===== config.mk =====
export PLATFORM = sky130hd
export DESIGN_NAME = sum_up_accumulator
export DESIGN_NICKNAME = d
export VERILOG_FILES = /design/src/rtl/sum_up_accumulator.sv
export SDC_FILE = /design/constraint.sdc
export NUM_CORES = 1
export LEC_CHECK = 0
export ABC_AREA = 1
export ABC_CLOCK_PERIOD_IN_PS = 5700
export CORE_ASPECT_RATIO = 1.4
export CORE_MARGIN = 5
export CORE_UTILIZATION = 54
export CTS_CLUSTER_DIAMETER = 60
export DETAILED_ROUTE_END_ITERATION = 10
export PLACE_DENSITY = 0.87
export REMOVE_ABC_BUFFERS = 1
export SLEW_MARGIN = 20
export SYNTH_ARGS = -nofsm -noshare
export SYNTH_HDL_FRONTEND = slang
export SYNTH_SLANG_ARGS = --single-unit

===== constraint.sdc =====
create_clock -name clk -period 5.7 [get_ports clk]
set_input_delay 0.57 -clock clk [delete_from_list [all_inputs] [get_ports clk]]
set_output_delay 0.57 -clock clk [all_outputs]
set_load 0.01 [all_outputs]

===== src/rtl/sum_up_accumulator.sv =====
// sum_up_accumulator: sums 1..N serially (IDLE/ACC/DONE); ports clk, rst, start, N, ack -> busy, done, count, sum
module sum_up_accumulator #(
  parameter int N_W   = 4,
  parameter int SUM_W = 8
) (
  input  logic             clk,
  input  logic             rst,
  input  logic             start,
  input  logic [N_W-1:0]   N,
  input  logic             ack,
  output logic             busy,
  output logic             done,
  output logic [N_W-1:0]   count,
  output logic [SUM_W-1:0] sum
);
  typedef enum logic [1:0] {IDLE, ACC, DONE} state_t;
  state_t state;
  logic [N_W-1:0] n_reg;
  logic [N_W-1:0] nxt;
  always_comb nxt = count + 1'b1;
  always_ff @(posedge clk) begin
    if (rst) begin
      state <= IDLE;
      n_reg <= '0;
      busy  <= 1'b0;
      done  <= 1'b0;
      count <= '0;
      sum   <= '0;
    end else begin
      case (state)
        IDLE: if (start) begin
          n_reg <= N;
          count <= '0;
          sum   <= '0;
          state <= (N == '0) ? DONE : ACC;
          busy  <= (N != '0);
          done  <= (N == '0);
        end
        ACC: begin
          count <= nxt;
          sum   <= sum + {{(SUM_W-N_W){1'b0}}, nxt};
          if (nxt == n_reg) begin
            state <= DONE;
            busy  <= 1'b0;
            done  <= 1'b1;
          end
        end
        DONE: if (ack) begin
          state <= IDLE;
          done  <= 1'b0;
        end
        default: begin
          state <= IDLE;
          busy  <= 1'b0;
          done  <= 1'b0;
        end
      endcase
    end
  end
endmodule

Word-level counts from Yosys, hierarchy flattened --
Index checks and enable logic that the tools add are counted.
Word-level totals: bits in latches 0, logic and storage cells 39, memories 0, output and inout port bits 14, bits in read-only memories 0, register bits after elaboration 20, RAM bits 0
Cells by class: multipliers 0, div/mod/pow operators 0, add/sub/neg operators 2, muxes and demuxes 16, equality and inequality tests 6, shifts and indexed selects 0, magnitude comparators 0, reduce and logical (&&, ||, !) cells 8, bitwise operators 1
Operator list (count):
- case mux 8 bit (2 select lines) | 1
- adder 8 x 4 -> 8 bit | 1
- 2-to-1 mux 2 bit | 4
- 2-to-1 mux 8 bit | 1
- case mux 4 bit (2 select lines) | 1
- != test 2 bit (second input constant) | 3
- case mux 1 bit (3 select lines) | 2
- case mux 2 bit (3 select lines) | 1
- AND reduction 3 bit | 2
- 2-to-1 mux 1 bit | 5
- adder 4 x 1 -> 4 bit (second input constant) | 1
- == test 4 bit | 1
- zero test 4 bit | 1
- 2-to-1 mux 4 bit | 1
- AND reduction 2 bit | 2
- nonzero test 4 bit | 1
- == test 2 x 1 -> 1 bit (second input constant) | 1
- == test 2 bit (second input constant) | 1
- zero test 2 bit | 1
- nonzero test 2 bit | 1
- inverter 1 bit | 1

Depth between registers and ports, before layout --
Gate-level depths: netlist of the first run.
word-level depth 4, depth in mapped cells 12, gate-level depth less buffers 12

Worst setup path after synthesis of the first run --
No wires, ideal clock.
path kind reg2reg, from register count[0], to register sum[6], cell stages (with the launch flop) 11, setup slack 3.788 ns, buffers on the path 0, arrival time 1.841 ns, data required time 5.629 ns, path through dfxtp_1 > ha_1 > inv_1 > fa_1 > nand3b_1 > nand2_1 > nand2_1 > nor2_1 > or2_2 > nand3_1 > a21oi_1
Between the ends: longest elaborated chain between the ends 3
RTL lines:
- start: declaration | RTL line 13 | output logic [N_W-1:0] count,
- start signal: assignment | RTL line 40 | count <= nxt;
- adder 4 x 1 -> 4 bit | RTL line 20 | always_comb nxt = count + 1'b1;
- adder 8 x 4 -> 8 bit | RTL line 41 | sum <= sum + {{(SUM_W-N_W){1'b0}}, nxt};
- case mux 8 bit (2 select lines) | RTL line 30 | case (state)
- end signal: assignment | RTL line 41
- end: declaration | RTL line 14 | output logic [SUM_W-1:0] sum
No other way between the ends. A chain may end at the register's enable or synchronous reset.

Worst setup path after layout of the first run --
from register count[0], to register sum[7]
Same word-level chain as after synthesis.

==> results_dict.tcl, run 1 <==
set metrics [dict create \
    status "completed" \
    ys.flop_type "dfxtp_1" \
    finalCritPeriodShare 0.3675 \
    cap_violations 0 \
    cpMaxStageDelayCell "dfxtp_1" \
    drt_iter0_drc 21 \
    grt_use_total 0.1844 \
    antenna_left 0 \
    fp-row-count 19 \
    period_needed_ns 2.095 \
    crit_path_start "count[0]" \
    crit_cells 11 \
    routed_wl_mm 2.435 \
    core_area_sq_um 1949 \
    place_congestion 0.8508 \
    nets 193 \
    clock_skew_ns 0.01118 \
    numCtsBuffers 3 \
    hold_viol 0 \
    root_buffer "clkbuf_4" \
    setup_violations 0 \
    antennaDiodeCount 0 \
    ioPinCount 22 \
    antenna_found_initial 0 \
    syn_area_sq_um 1090 \
    cts_buffer_depth 2 \
    clock-sinks 19 \
    drc 0 \
    r2r_start "count[0]" \
    worstMarginPinSlew_ns 0.4595 \
    dpl.hpwl_mm 1.898 \
    synth_edf_count 0 \
    io_buffer_count 21 \
    hold_path_startpoint "n_reg[0]" \
    overflow 0 \
    reg2reg_setup_slack_ns 3.61 \
    syn_area_per_cell_sq_um 7.031 \
    cts_setup_buffers 0 \
    ys_seq_area_frac 0.3490 \
    final_cell_mix "44 x nand2_1, 21 x clkdlybuf4s50_1, 19 x dfxtp_1, 16 x a21oi_1, 13 x inv_1" \
    postCtsHoldBufs 0 \
    first_pass_iters 4 \
    yosysUniqueCellTypes 25 \
    whs_endpoint "n_reg[0]" \
    reg2reg_to "sum[7]" \
    routed-via-count 1069 \
    grt_pass1_wl_mm 4.160 \
    clock_latency_ns 0.31 \
    critPathKind "flip-flop to flip-flop" \
    htree_levels 1 \
    r2r_cells 11 \
    fin_setup_tns_ns 0 \
    ys_seq_elements 19 \
    cts_tree "built" \
    rsz0062_at_grt "false" \
    critPathTopFamily "adder cells" \
    relSlewSlack 0.6927 \
    start_util 0.5590 \
    max_stage_delay_ns 0.44 \
    post_drt_via_cell_ratio 5.372 \
    slew_viol_final 0 \
    die_height_um 63.16 \
    cts.clk_slew.worst_paths_ns 0.11 \
    hp-class "flip-flop to flip-flop" \
    yosysWarningCount 0 \
    area_growth_pct 23.08 \
    largest_reg_flops 8 \
    crit_fanout 6 \
    async_reset_ff_frac 0 \
    synth.area.top_cells "dfxtp_1 35%, nand2_1 15%, a21oi_1 7.3%" \
    final_common_cell "nand2_1" \
    grt_pass1_vias 1042 \
    holdPathStages 2 \
    synth_top_area_share 0.3490 \
    die_w_um 47.97 \
    layout-drive-gt1-share 0.1236 \
    endpoint_kind "flip-flop" \
    synth_largest_area_cell "dfxtp_1" \
    ir_drop_v 0.0002520 \
    grt_max_degree 14 \
    start_kind "flip-flop" \
    worstPathArrival_ns 2.31 \
    power.density_nw_per_um2 265.5 \
    clock.fmax_mhz 477.4 \
    required_ns 5.92 \
    p_leak_nw 0.5473 \
    fin_hold_ws_ns 0.4788 \
    wl_per_cell_um 12.24 \
    cp_cell_sequence "ha_1, inv_1, nand2_1, nand2_1, ha_1, nand3_1, nand3_1, a22oi_1, nor2_1, a21boi_0, nor2_1" \
    crit_buf_inv 1 \
    syn_inst 155 \
    cts_resized 0 \
    die_area_sq_um 3029 \
]
layer usage:
metal / track usage / vias up / share of wire
met4: 0.08081 / 0 / 0.027
met2: 0.2997 / 30 / 0.53
met5: 0 / - / 0
met1: 0.2213 / 484 / 0.40
met3: 0.03704 / 9 / 0.049
li1: - / 546 / -
through the flow:
| stage | util | cells | total power, mW | instance area, sq um | setup slack (ns) |
|---|---|---|---|---|---|
| 2_1_floorplan | - | 153 | 0.2463 | 1079 | 3.780 |
| 3_3_place_gp | 0.6746 | 195 | 0.2829 | 1315 | 3.665 |
| 3_5_place_dp | 0.6746 | 195 | 0.2890 | 1315 | 3.616 |
| 4_1_cts | 0.6881 | 199 | 0.3573 | 1341 | 3.606 |
| 5_1_grt | 0.6881 | 199 | 0.3820 | 1341 | 3.385 |
| 6_report | 0.6881 | 199 | 0.3560 | 1341 | 3.605 |
synthesized netlist by cell type, types with 2 or more instances:
master,number
nand3_2,2
xnor2_1,2
inv_2,5
nor2_1,12
a21oi_1,16
inv_1,13
nand2_1,44
dfxtp_1,19
nor2_4,3
ha_1,5
o21ai_0,4
nand2_2,4
nand3_1,12
or2_2,3
tightest hold or removal path: cells and delay by family, from the launching register on:
kind / cells / cell delay, ns
flops: 1 / 0.32
buf+inv: 1 / 0.07
compound gates: 1 / 0.05
final cells by class:
type	count	area, sq um
Sequential cell	19	380.4
Fill cell	177	608.1
Timing Repair Buffer	21	210.2
Multi-Input combinational cell	116	630.6
Clock buffer	4	26.28
Tap cell	21	26.28
Inverter	18	67.56
worst max path at each step:
stage          endpoint  slack [ns]
6_report         sum[7]        3.61
5_1_grt          sum[7]        3.38
4_1_cts          sum[7]        3.61
3_5_place_dp     sum[7]        3.62
3_3_place_gp     sum[7]        3.67
2_1_floorplan    sum[6]        3.78
cell families after synthesis:
family                   count (synthesis)  synth area share
AND/OR/NAND/NOR                         84            0.3617
adder cells (fa/ha/maj)                  6           0.07578
XOR/XNOR                                 2           0.01608
buffers and inverters                   20           0.07233
AO/OA/AOI/OAI                           24            0.1252
flip-flops                              19            0.3490
where the power goes:
group	internal [mW]	leakage, nW	total (mW)	switching [mW]
Clock	0.0274	0.0150	0.0703	0.0430
Combinational	0.0514	0.377	0.125	0.0731
Sequential	0.147	0.155	0.161	0.0139
Total	0.226	0.547	0.356	0.130
(Power assumes the default switching activity.)
==> run 2: changes to the inputs <==
--- a/config.mk
+++ b/config.mk
@@ -6,13 +6,13 @@
 export NUM_CORES = 1
 export LEC_CHECK = 0
 export ABC_AREA = 1
-export ABC_CLOCK_PERIOD_IN_PS = 5700
+export ABC_CLOCK_PERIOD_IN_PS = 2100
 export CORE_ASPECT_RATIO = 1.4
 export CORE_MARGIN = 5
-export CORE_UTILIZATION = 54
+export CORE_UTILIZATION = 50
 export CTS_CLUSTER_DIAMETER = 60
 export DETAILED_ROUTE_END_ITERATION = 10
-export PLACE_DENSITY = 0.87
+export PLACE_DENSITY = 0.82
 export REMOVE_ABC_BUFFERS = 1
 export SLEW_MARGIN = 20
 export SYNTH_ARGS = -nofsm -noshare
==> constraint.sdc (replaced) <==
create_clock -name clk -period 2.1 [get_ports clk]
set_input_delay 0.21 -clock clk [delete_from_list [all_inputs] [get_ports clk]]
set_output_delay 0.21 -clock clk [all_outputs]
set_load 0.01 [all_outputs]
==> run 2 against run 1 <==
  * Final cell count grew 1.0%
  * Sequential power increased to 2.7 times the previous value
  * Flip-flop and latch count unchanged
  * Critical path depth decreased by 1
  * Clock power rose to 2.6 times the previous value
  * Clock skew fell by 0.0067 ns
  * Worst setup slack lost 3.5 ns
  * Clock-buffer cell count did not move
  * Global-route usage shrank 2.6 points
  * First-iteration DRC count down 9.5%
  * Largest cell class unchanged
  * Largest power group unchanged
==> results_dict.tcl, run 2 (synthesis results as in run 1) <==
set metrics [dict create \
    status "completed" \
    post_drt_via_cell_ratio 5.299 \
    fin_ws_ns 0.1094 \
    die_height_um 65.24 \
    fillers 190 \
    worstPathArrival_ns 2.22 \
    required_ns 2.33 \
    r2r_start "count[0]" \
    grt_pass1_vias 1032 \
    antenna_left 0 \
    worstMarginPinSlew_ns 0.3843 \
    relSlewSlack 0.7432 \
    fp-row-count 20 \
    die_w_um 49.46 \
    grt_max_degree 14 \
    postCtsHoldBufs 0 \
    hp-class "flip-flop to flip-flop" \
    final_cell_mix "44 x nand2_1, 21 x clkdlybuf4s50_1, 16 x a21oi_1, 16 x dfxtp_1, 13 x inv_1" \
    ir_drop_v 0.0004828 \
    p_leak_nw 0.5513 \
    antenna_found_initial 0 \
    cts_tree "built" \
    post-place-ws_ns 0.002812 \
    cap_violations 0 \
    final_cell_area_sq_um 1374 \
    grt.met1_usage 0.1695 \
    place_congestion 0.8639 \
    htree_levels 1 \
    whs_endpoint "sum[2]" \
    multi_input_area_sq_um 648.1 \
    max_stage_delay_ns 0.43 \
    wl_per_cell_um 12.23 \
    start_util 0.5124 \
    fin_setup_tns_ns 0 \
    root_buffer "clkbuf_4" \
    cts.clk_slew.worst_paths_ns 0.11 \
    drc 0 \
    reg2reg_to "sum[6]" \
    overflow 0 \
    grt_pass1_wl_mm 4.181 \
    routed_wl_mm 2.458 \
    dpl.hpwl_mm 1.898 \
    reg2reg_setup_slack_ns 0.11 \
    clock-sinks 19 \
    holdPathStages 2 \
    crit_fanout 6 \
    power.density_nw_per_um2 707.1 \
    clock_skew_ns 0.004531 \
    cts_buffer_depth 2 \
    endpoint_kind "flip-flop" \
    nets 194 \
    cp_cell_sequence "ha_4, inv_1, fa_1, nand3b_1, nand2_1, nand2_1, nor2_1, or2_2, nand3_1, a21oi_1" \
    ioPinCount 22 \
    start_kind "flip-flop" \
    cpMaxStageDelayCell "fa_1" \
    setup_violations 0 \
    layout-drive-gt1-share 0.1564 \
    finalCritPeriodShare 0.9479 \
    largest_reg_flops 8 \
    hold_path_startpoint "sum[2]" \
    die_area_sq_um 3226 \
    placed_area_sq_um 1324 \
    met2_usage 0.2968 \
    antennaDiodeCount 0 \
    use_met3 0.03175 \
    area_growth_pct 26.06 \
    first_pass_iters 4 \
    r2r_cells 10 \
    slew_viol_final 0 \
    drt_iter0_drc 19 \
    routed-via-count 1065 \
    period_needed_ns 1.991 \
    critPathKind "flip-flop to flip-flop" \
    io_buffer_count 21 \
    final_common_cell "nand2_1" \
    grt_busiest_layer "met2" \
    core_area_sq_um 2127 \
    seq_area_sq_um 386.6 \
    clock.fmax_mhz 502.4 \
    grt_use_total 0.1579 \
    crit_path_start "count[0]" \
    hold_viol 0 \
    cp_common_cell "nand2_1" \
    numCtsBuffers 3 \
    clock_latency_ns 0.29 \
]
==> run 2: routing by layer <==
metal | vias to the layer above | share of wire
met4 | 0 | 0.018
met1 | 489 | 0.40
met2 | 26 | 0.54
li1 | 546 | -
met5 | - | 0
met3 | 4 | 0.045
==> run 2: timing repair <==
action                                  CTS  global route
buffers inserted                          0             0
resized for setup                         1             6
endpoints found under the setup margin    1             4
==> run 2: worst max-delay path by stage <==
stage	end	slack [ns]	depth (start not counted)
after floorplan	sum[6]	0.18	10
after global placement	sum[7]	0.09	11
after detailed placement	sum[7]	0.003	11
after CTS	sum[7]	0.03	11
after global routing	sum[6]	-0.04	10
final	sum[6]	0.11	10
==> run 2: area by class of cell <==
class                           count  share of cell area
Tap cell                           22             0.02004
Sequential cell                    19              0.2814
Timing Repair Buffer               22              0.1585
Inverter                           18             0.04918
Multi-Input combinational cell    116              0.4718
Clock buffer                        4             0.01913
==> run 2: metrics by stage <==
step | utilization | cells | hold slack, ns | power (mW)
final | 0.6459 | 201 | 0.4883 | 0.9715
after global routing | 0.6459 | 201 | 0.5253 | 1.040
after CTS | 0.6353 | 201 | 0.4911 | 0.9647
after detailed placement | 0.6224 | 197 | 0.4732 | 0.7853
after global placement | 0.6224 | 197 | 0.4620 | 0.7721
after floorplan | - | 153 | 0.2791 | 0.6684
==> run 2: worst max-delay path, delay by kind of cell, from the launching register on <==
kind | cells | cell delay [ns]
DFF | 1 | 0.39
AOI/OAI and AO/OA | 1 | 0.13
buffers and inverters | 1 | 0.05
and+or+nand+nor | 6 | 0.65
adders and majority gates | 2 | 0.72
==> run 2: power by group <==
group | switching [mW] | internal, mW
sequential | 0.0400 | 0.402
combinational | 0.201 | 0.147
clock | 0.108 | 0.0738
==> run 3: changes to the inputs <==
--- a/config.mk
+++ b/config.mk
@@ -12,7 +12,7 @@
 export CORE_UTILIZATION = 50
 export CTS_CLUSTER_DIAMETER = 60
 export DETAILED_ROUTE_END_ITERATION = 10
-export PLACE_DENSITY = 0.82
+export PLACE_DENSITY = 0.76
 export REMOVE_ABC_BUFFERS = 1
 export SLEW_MARGIN = 20
 export SYNTH_ARGS = -nofsm -noshare
==> run 3 against run 2 <==
  * Sequential power about the same
  * Clock-buffer cell count unchanged
  * Fmax up 1.2%
  * Hold slack worse by 0.013 ns
  * Critical path type unchanged
  * Critical endpoint unchanged
==> results_dict.tcl, run 3 (synthesis results as in run 1) <==
set metrics [dict create \
    clock_skew_ns 0.002308 \
    final_cell_mix "44 x nand2_1, 21 x clkdlybuf4s50_1, 16 x a21oi_1, 16 x dfxtp_1, 13 x inv_1" \
    cap_violations 0 \
    nets 194 \
    dpl.hpwl_mm 1.883 \
    largest_reg_flops 8 \
    grt_max_degree 14 \
    start_util 0.5124 \
    crit_fanout 6 \
    cts_tree "built" \
    core_area_sq_um 2127 \
    fp-row-count 20 \
    status "completed" \
    grt_pass1_wl_mm 4.257 \
    fin_hold_ws_ns 0.4756 \
    fin_setup_tns_ns 0 \
    cts_buffer_depth 2 \
    ir_drop_v 0.0004240 \
    hold_viol 0 \
    root_buffer "clkbuf_4" \
    place_congestion 0.8851 \
    routed_wl_mm 2.421 \
    drt_iter0_drc 19 \
    postCtsHoldBufs 0 \
    clock-sinks 19 \
    final_cell_area_sq_um 1374 \
    finalCritPeriodShare 0.9365 \
    endpoint_kind "flip-flop" \
    antenna_left 0 \
    required_ns 2.29 \
    die_area_sq_um 3226 \
    slew_viol_final 0 \
    clock_latency_ns 0.29 \
    placed_area_sq_um 1324 \
    numCtsBuffers 3 \
    io_buffer_count 21 \
    wl_per_cell_um 12.04 \
    worstPathArrival_ns 2.16 \
    area_growth_pct 26.06 \
    final_common_cell "nand2_1" \
    grt_use_total 0.1625 \
    setup_violations 0 \
    overflow 0 \
    grt_pass1_vias 1066 \
    start_kind "flip-flop" \
    power.density_nw_per_um2 706.1 \
    clock.fmax_mhz 508.5 \
    post_drt_via_cell_ratio 5.184 \
    die_w_um 49.46 \
    relSlewSlack 0.7514 \
    p_leak_nw 0.5520 \
    worstMarginPinSlew_ns 0.3720 \
    layout-drive-gt1-share 0.1620 \
    first_pass_iters 4 \
    cts_setup_buffers 0 \
    drc 0 \
    die_height_um 65.24 \
    cts.clk_slew.worst_paths_ns 0.11 \
    hp-class "flip-flop to flip-flop" \
    htree_levels 1 \
    antenna_found_initial 0 \
    fillers 196 \
    ioPinCount 22 \
    period_needed_ns 1.967 \
    antennaDiodeCount 0 \
    routed-via-count 1042 \
    critPathKind "flip-flop to flip-flop" \
]
[run 3: cell count changes in the layout (fill, tap and decap cells not counted)]
cell,before,now
a21boi_1,1,0
nor2_2,0,1
a22oi_2,1,0
a21boi_0,0,1
fa_1,1,0
a22oi_1,0,1
fa_2,0,1
nor2_1,12,11
[run 3: final cells by class]
| cell class | count | area, sq um | share of cell area |
|---|---|---|---|
| multi-input combinational | 116 | 648.1 | 0.4718 |
| inverter | 18 | 67.56 | 0.04918 |
| timing repair buffer | 22 | 217.7 | 0.1585 |
| tap | 22 | 27.53 | 0.02004 |
| sequential | 19 | 386.6 | 0.2814 |
| clock buffer | 4 | 26.28 | 0.01913 |
[run 3: through the flow]
stage / worst slack (ns) / util / instances / power [mW]
2_1_floorplan: 0.1805 / - / 153 / 0.6684
3_3_place_gp: 0.09960 / 0.6224 / 197 / 0.7786
3_5_place_dp: 0.008582 / 0.6224 / 197 / 0.7859
4_1_cts: 0.05057 / 0.6406 / 201 / 0.9834
5_1_grt: -0.04055 / 0.6459 / 201 / 1.056
6_report: 0.1334 / 0.6459 / 201 / 0.9701
[run 3: worst max-delay path, cell delays in order, from the launching register on]
cell and delay [ns]:
dfxtp_2 0.42, ha_4 0.16, inv_1 0.05, nand2_1 0.07, nand2_1 0.08, ha_1 0.33
nand3b_1 0.10, nand2_1 0.07, nand2_1 0.11, nor2_2 0.06, or2_2 0.27, nand3_1 0.08
a21oi_1 0.06
[run 3: routing by layer]
metal,up-vias,wire (um),GRT usage,part of all wire
li1,546,-,-,-
met1,469,1062,0.1777,0.44
met2,21,1233,0.3161,0.51
met3,6,85,0.02041,0.035
met4,0,40,0.04918,0.017
met5,-,0,0,0
[run 3: what timing repair did]
item                                    4_1_cts  5_1_grt
cloned                                        0        0
pin swaps                                     0        0
endpoints found under the setup margin        1        3
resized for setup                             1        6
[run 3: worst paths after layout]
kind                            cells after the start     start        to  slack, ns
worst min-delay path                                2  n_reg[0]  n_reg[0]       0.48
worst max-delay path                               12  count[0]    sum[6]       0.13
worst min register to register                      2  n_reg[0]  n_reg[0]       0.48
worst max register to register                     12  count[0]    sum[6]       0.13
[run 3: where the power goes]
part | switching [mW] | total (mW) | internal (mW)
Clock | 0.111 | 0.185 | 0.0738
Sequential | 0.0399 | 0.440 | 0.400
Combinational | 0.198 | 0.345 | 0.147
Total | 0.349 | 0.970 | 0.621
